### src/rtl/rsa_feeder.sv
// Edge feeder for a ROWS x COLS systolic array: takes operand beats, builds
// stage-0 slots per job and skews them so lane i/j reach the array i/j cycles late.
module rsa_feeder #(
  parameter int RSA_DW = 16,
  parameter int ROWS   = 4,
  parameter int COLS   = 4
) (
  input  logic                     clk,
  input  logic                     sys_rst,
  input  logic                     start,
  input  logic [7:0]               k_len,
  input  logic [1:0]               mode_in,
  output logic                     busy,
  output logic                     done,
  input  logic                     in_valid,
  output logic                     in_ready,
  input  logic [ROWS*RSA_DW-1:0]   a_vec,
  input  logic [COLS*RSA_DW-1:0]   b_vec,
  output logic [1:0]               PE_mode,
  output logic [ROWS*RSA_DW-1:0]   h_data,
  output logic [COLS*RSA_DW-1:0]   v_data,
  output logic [COLS-1:0]          cal_en,
  output logic [COLS-1:0]          cal_done
);

  localparam int MAXRC     = (ROWS > COLS) ? ROWS : COLS;
  localparam int DRAIN_LEN = MAXRC - 1;
  localparam int DCW       = (MAXRC > 1) ? $clog2(MAXRC) : 1;

  typedef enum logic [1:0] {IDLE, RUN, TAIL, DRAIN} state_e;

  state_e         state_q, state_d;
  logic [7:0]     kLen_q, kLen_d;
  logic [7:0]     beatCnt_q, beatCnt_d;
  logic [DCW-1:0] drainCnt_q, drainCnt_d;
  logic [1:0]     mode_q, mode_d;
  logic           done_q, done_d;
  logic           slotEn, slotDone, passData;

  always_ff @(posedge clk or posedge sys_rst) begin
    if (sys_rst) begin
      state_q    <= IDLE;
      kLen_q     <= '0;
      beatCnt_q  <= '0;
      drainCnt_q <= '0;
      mode_q     <= '0;
      done_q     <= 1'b0;
    end else begin
      state_q    <= state_d;
      kLen_q     <= kLen_d;
      beatCnt_q  <= beatCnt_d;
      drainCnt_q <= drainCnt_d;
      mode_q     <= mode_d;
      done_q     <= done_d;
    end
  end

  always_comb begin
    state_d    = state_q;
    kLen_d     = kLen_q;
    beatCnt_d  = beatCnt_q;
    drainCnt_d = drainCnt_q;
    mode_d     = mode_q;
    done_d     = 1'b0;
    slotEn     = 1'b0;
    slotDone   = 1'b0;
    passData   = 1'b0;
    unique case (state_q)
      IDLE: begin
        if (start && (k_len != 8'd0)) begin
          kLen_d    = k_len;
          mode_d    = mode_in;
          beatCnt_d = '0;
          state_d   = RUN;
        end
      end
      RUN: begin
        // Bubbles still fire cal_en with zero data so the dot products stay aligned.
        slotEn = 1'b1;
        if (in_valid) begin
          passData  = 1'b1;
          beatCnt_d = beatCnt_q + 8'd1;
          if (beatCnt_q + 8'd1 == kLen_q) state_d = TAIL;
        end
      end
      TAIL: begin
        slotDone = 1'b1;
        if (DRAIN_LEN == 0) begin
          state_d = IDLE;
          done_d  = 1'b1;
        end else begin
          drainCnt_d = '0;
          state_d    = DRAIN;
        end
      end
      DRAIN: begin
        drainCnt_d = drainCnt_q + DCW'(1);
        if (drainCnt_q == DCW'(DRAIN_LEN - 1)) begin
          state_d = IDLE;
          done_d  = 1'b1;
        end
      end
      default: state_d = IDLE;
    endcase
  end

  assign busy     = (state_q != IDLE);
  assign in_ready = (state_q == RUN);
  assign done     = done_q;
  assign PE_mode  = mode_q;

  // Lane i keeps i+1 stages: stage 0 is the slot register, the rest is skew.
  for (genvar i = 0; i < ROWS; i++) begin : gRow
    logic [RSA_DW-1:0] pipe_q [0:i];
    always_ff @(posedge clk or posedge sys_rst) begin
      if (sys_rst) begin
        for (int k = 0; k <= i; k++) pipe_q[k] <= '0;
      end else begin
        pipe_q[0] <= passData ? a_vec[i*RSA_DW +: RSA_DW] : '0;
        for (int k = 1; k <= i; k++) pipe_q[k] <= pipe_q[k-1];
      end
    end
    assign h_data[i*RSA_DW +: RSA_DW] = pipe_q[i];
  end

  for (genvar j = 0; j < COLS; j++) begin : gCol
    logic [RSA_DW+1:0] pipe_q [0:j];
    always_ff @(posedge clk or posedge sys_rst) begin
      if (sys_rst) begin
        for (int k = 0; k <= j; k++) pipe_q[k] <= '0;
      end else begin
        pipe_q[0] <= {slotDone, slotEn, passData ? b_vec[j*RSA_DW +: RSA_DW] : {RSA_DW{1'b0}}};
        for (int k = 1; k <= j; k++) pipe_q[k] <= pipe_q[k-1];
      end
    end
    assign v_data[j*RSA_DW +: RSA_DW] = pipe_q[j][RSA_DW-1:0];
    assign cal_en[j]                  = pipe_q[j][RSA_DW];
    assign cal_done[j]                = pipe_q[j][RSA_DW+1];
  end

endmodule

### config.mk
export PLATFORM = sky130hd
export DESIGN_NAME = rsa_feeder
export DESIGN_NICKNAME = d
export VERILOG_FILES = /design/src/rtl/rsa_feeder.sv
export SDC_FILE = /design/constraint.sdc
export NUM_CORES = 1
export LEC_CHECK = 0
export BUFFER_PORTS_ARGS = -buffer_cell sky130_fd_sc_hd__buf_2
export CORE_ASPECT_RATIO = 0.9
export CORE_MARGIN = 1.5
export CORE_UTILIZATION = 30
export DETAILED_ROUTE_END_ITERATION = 6
export GPL_ROUTABILITY_DRIVEN = 0
export HOLD_SLACK_MARGIN = 0.02
export SLEW_MARGIN = 20
export SYNTH_ARGS = -nofsm -noshare
export SYNTH_HDL_FRONTEND = slang
export SYNTH_SLANG_ARGS = --single-unit
### constraint.sdc
create_clock -name clk -period 19.4 [get_ports clk]
set_input_delay 1.94 -clock clk [delete_from_list [all_inputs] [get_ports clk]]
set_output_delay 1.94 -clock clk [all_outputs]
set_load 0.005 [all_outputs]
==> run summary <==
status = finished, final reports clean
main combinational cell family by area after synthesis = simple AND/OR/NAND/NOR gates
Max VDD drop = 0.0613 mV
post-route antenna net violation count = 0
Sw Pwr = 0.455 mW
Port Buf Inserts = 282
Worst EP arrival = 1.83 ns
GRT Total Usage = 0.111
CTS tree = yes
R2R setup slack = 17.15 ns
synthesized area = 11200 um^2
number of global-route vias before repair = 6108
drt via density = 4.12
CP peak stage delay = 0.55 ns
worst skew pair latency = 0.52 ns
share of the synthesized area in the top cell type = 0.785
NumNets Final = 1057
Synth cell types = 37
Internal = 1.38 mW
DR WL/cell = 15.3 um
Post-CTS Hold Fix Bufs = 0
fill count = 3470
Clk pwr share = 0.388
post-CTS setup buffer count = 0
routed wire length = 21600 um
Initial DRC Count = 229
CP Max Fanout = 71
Die H = 186 um
largest net degree at the start of global routing = 120
core area = 36400 um^2
share of cells above drive strength 1 = 0.384
EDFF count, synth = 0
headroom to the max-slew limit = 0.363
FMAX = 265 MHz
initial core utilization = 0.307
ANT cells = 0
post-CTS sizing = 0
Crit Path Class = reg2out
CP max-delay cell = ha_4
# IOs = 283
Post-Layout Cell Count = 1413
Post-Synthesis Cells = 715
Synth Area in Adders = 0.00671
# setup viols final = 0
num rows = 66
grt total ovfl = 0
total die area = 38500 um^2
area leader, netlist = dfrtp_1
Design Area, Final = 13600 um^2
Worst Hold Class = reg2reg
Ys Warns = 0
Least-Margin Pin Slew = 0.955 ns
initial antenna violation count = 1
first-pass GRT wire length = 32900 um
Synth Area in XOR/XNOR = 0.00705
mux cell area share after synthesis = 0.0123
switching part of the total power = 0.248
Max Slew Vio Count = 0
DRC Markers = 0
Sink Count = 351
placed cell count = 1345
Seq/Total Area, Yosys = 0.785
Fin Hold WS = 0.338 ns
Synth area leaders = dfrtp_1 79%, and3_1 7.3%, buf_4 7.0%
worst-path cell chain = inv_1 > ha_4 > buf_2
Sum Neg Setup Slack = 0 ns
Final Hold Viols = 0
sequential share of power = 0.485
Multi-input gate area = 1490 um^2
Final Skew = 0.00935 ns
total number of vias = 5827
RSZ-0062 raised after global routing = no
die width = 207 um
Setup crit end kind = output port
WP data required = 17.46 ns
syn_nets = 863
clk buf depth = 3
Worst-path clk slew = 0.06 ns
Comb power frac = 0.128
element type at the critical path start = flop
H-Tree Level Count = 2
TritonRoute pass-1 iters = 5
Synth async-reset ratio = 1.00
Compound-Gate Fraction of Synth Area = 0.0173
PwrDens = 135 nW/um^2
ys flop type = dfrtp_1
part of the cycle the worst path needs = 0.195
Area Overhead vs Synth = 21.8%
Period minus WS final = 3.77 ns
mean post-synth cell area = 15.6 um^2
FF/Latch Area = 8780 um^2
max cap viols = 0
dpl hpwl = 14200 um
root buffer cell = clkbuf_16
final worst slack = 15.63 ns
most frequent cell after synthesis = dfrtp_1
cts bufs inserted = 38
Place WS = 14.64 ns
simple-gate share of the synthesized area = 0.0890
flops & latches, synth = 351
synth cell count leaders = 351 x dfrtp_1, 130 x and3_1, 105 x buf_4
LEAKAGE = 7.76 nW
Area after DPL = 12400 um^2
==> logic make-up (layout without fill, tap and decap cells) <==
kind of cell               Yosys count  after routing
AOI/OAI and AO/OA                   29             29
xor gates and xnor gates             9              9
adders and majority gates            6              6
buffers and inverters              141            363
DFF                                351            351
muxes                               12             12
and+or+nand+nor                    167            167
==> layer usage <==
| metal | global-route usage | routed length, um |
|---|---|---|
| met1 | 0.145 | 9450 |
| met3 | 0.0338 | 1510 |
| met5 | 0 | 10 |
| met4 | 0.0452 | 523 |
| met2 | 0.172 | 10100 |
==> power groups by stage <==
stage                     Combinational (mW)  Sequential, mW  Clock, mW
after global routing                   0.263           0.903      0.767
after detailed placement               0.241           0.903          0
after floorplan                        0.180           0.892          0
final                                  0.234           0.888      0.710
after CTS                              0.241           0.891      0.737
after global placement                 0.235           0.898          0
==> state kept, by name, indices dropped and copies added (netlist names), 3 cells and up <==
name         count
gCol.pipe_q    116
gRow.pipe_q    112
h_data          48
v_data          48
beatCnt_q        8
kLen_q           8
cal_done         3
==> worst paths after layout <==
path                                     from            endpoint  depth (start not counted)
max                                state_q[1]            in_ready                          3
min                        gCol[2].pipe_q[37]  gCol[2].pipe_q[19]                          0
max reg2reg                      beatCnt_q[0]          state_q[1]                          7
min reg2reg                gCol[2].pipe_q[37]  gCol[2].pipe_q[19]                          0
max in group asynchronous             sys_rst          h_data[23]                          4
min in group asynchronous             sys_rst   gCol[0].pipe_q[7]                          2
==> per-stage QoR <==
step | power (mW) | util
after floorplan | 1.07 | -
after global placement | 1.13 | 0.339
after detailed placement | 1.14 | 0.339
after CTS | 1.87 | 0.374
after global routing | 1.93 | 0.374
final | 1.83 | 0.374
==> placed cells by master (no fill, tap or decap), drive strengths merged, types with 2 or more instances in the layout <==
cell    count
mux2       11
nor3        2
bufinv      3
nor4        2
dfrtp     351
nor2        9
o21ai      14
ha          6
nor2b       2
and3      130
clkbuf     53
a22o        2
xor2        4
nand2      10
inv        11
clkinv      8
buf       287
xnor2       5
nand3       5
o31ai       4
==> layout make-up <==
type | count | area share
Tap cell | 476 | 0.0437
Inverter | 8 | 0.00276
Multi-Input combinational cell | 223 | 0.110
Sequential cell | 351 | 0.645
Timing Repair Buffer | 287 | 0.107
Clock buffer | 53 | 0.0784
Clock inverter | 15 | 0.0140
==> critical path: cells and delay by family, from the launching register on <==
| kind | cells | cell delay, ns |
|---|---|---|
| adders and majority gates | 1 | 0.55 |
| DFF | 1 | 0.41 |
| buffers and inverters | 2 | 0.35 |
No activity file was read; power rests on OpenSTA's default activity.
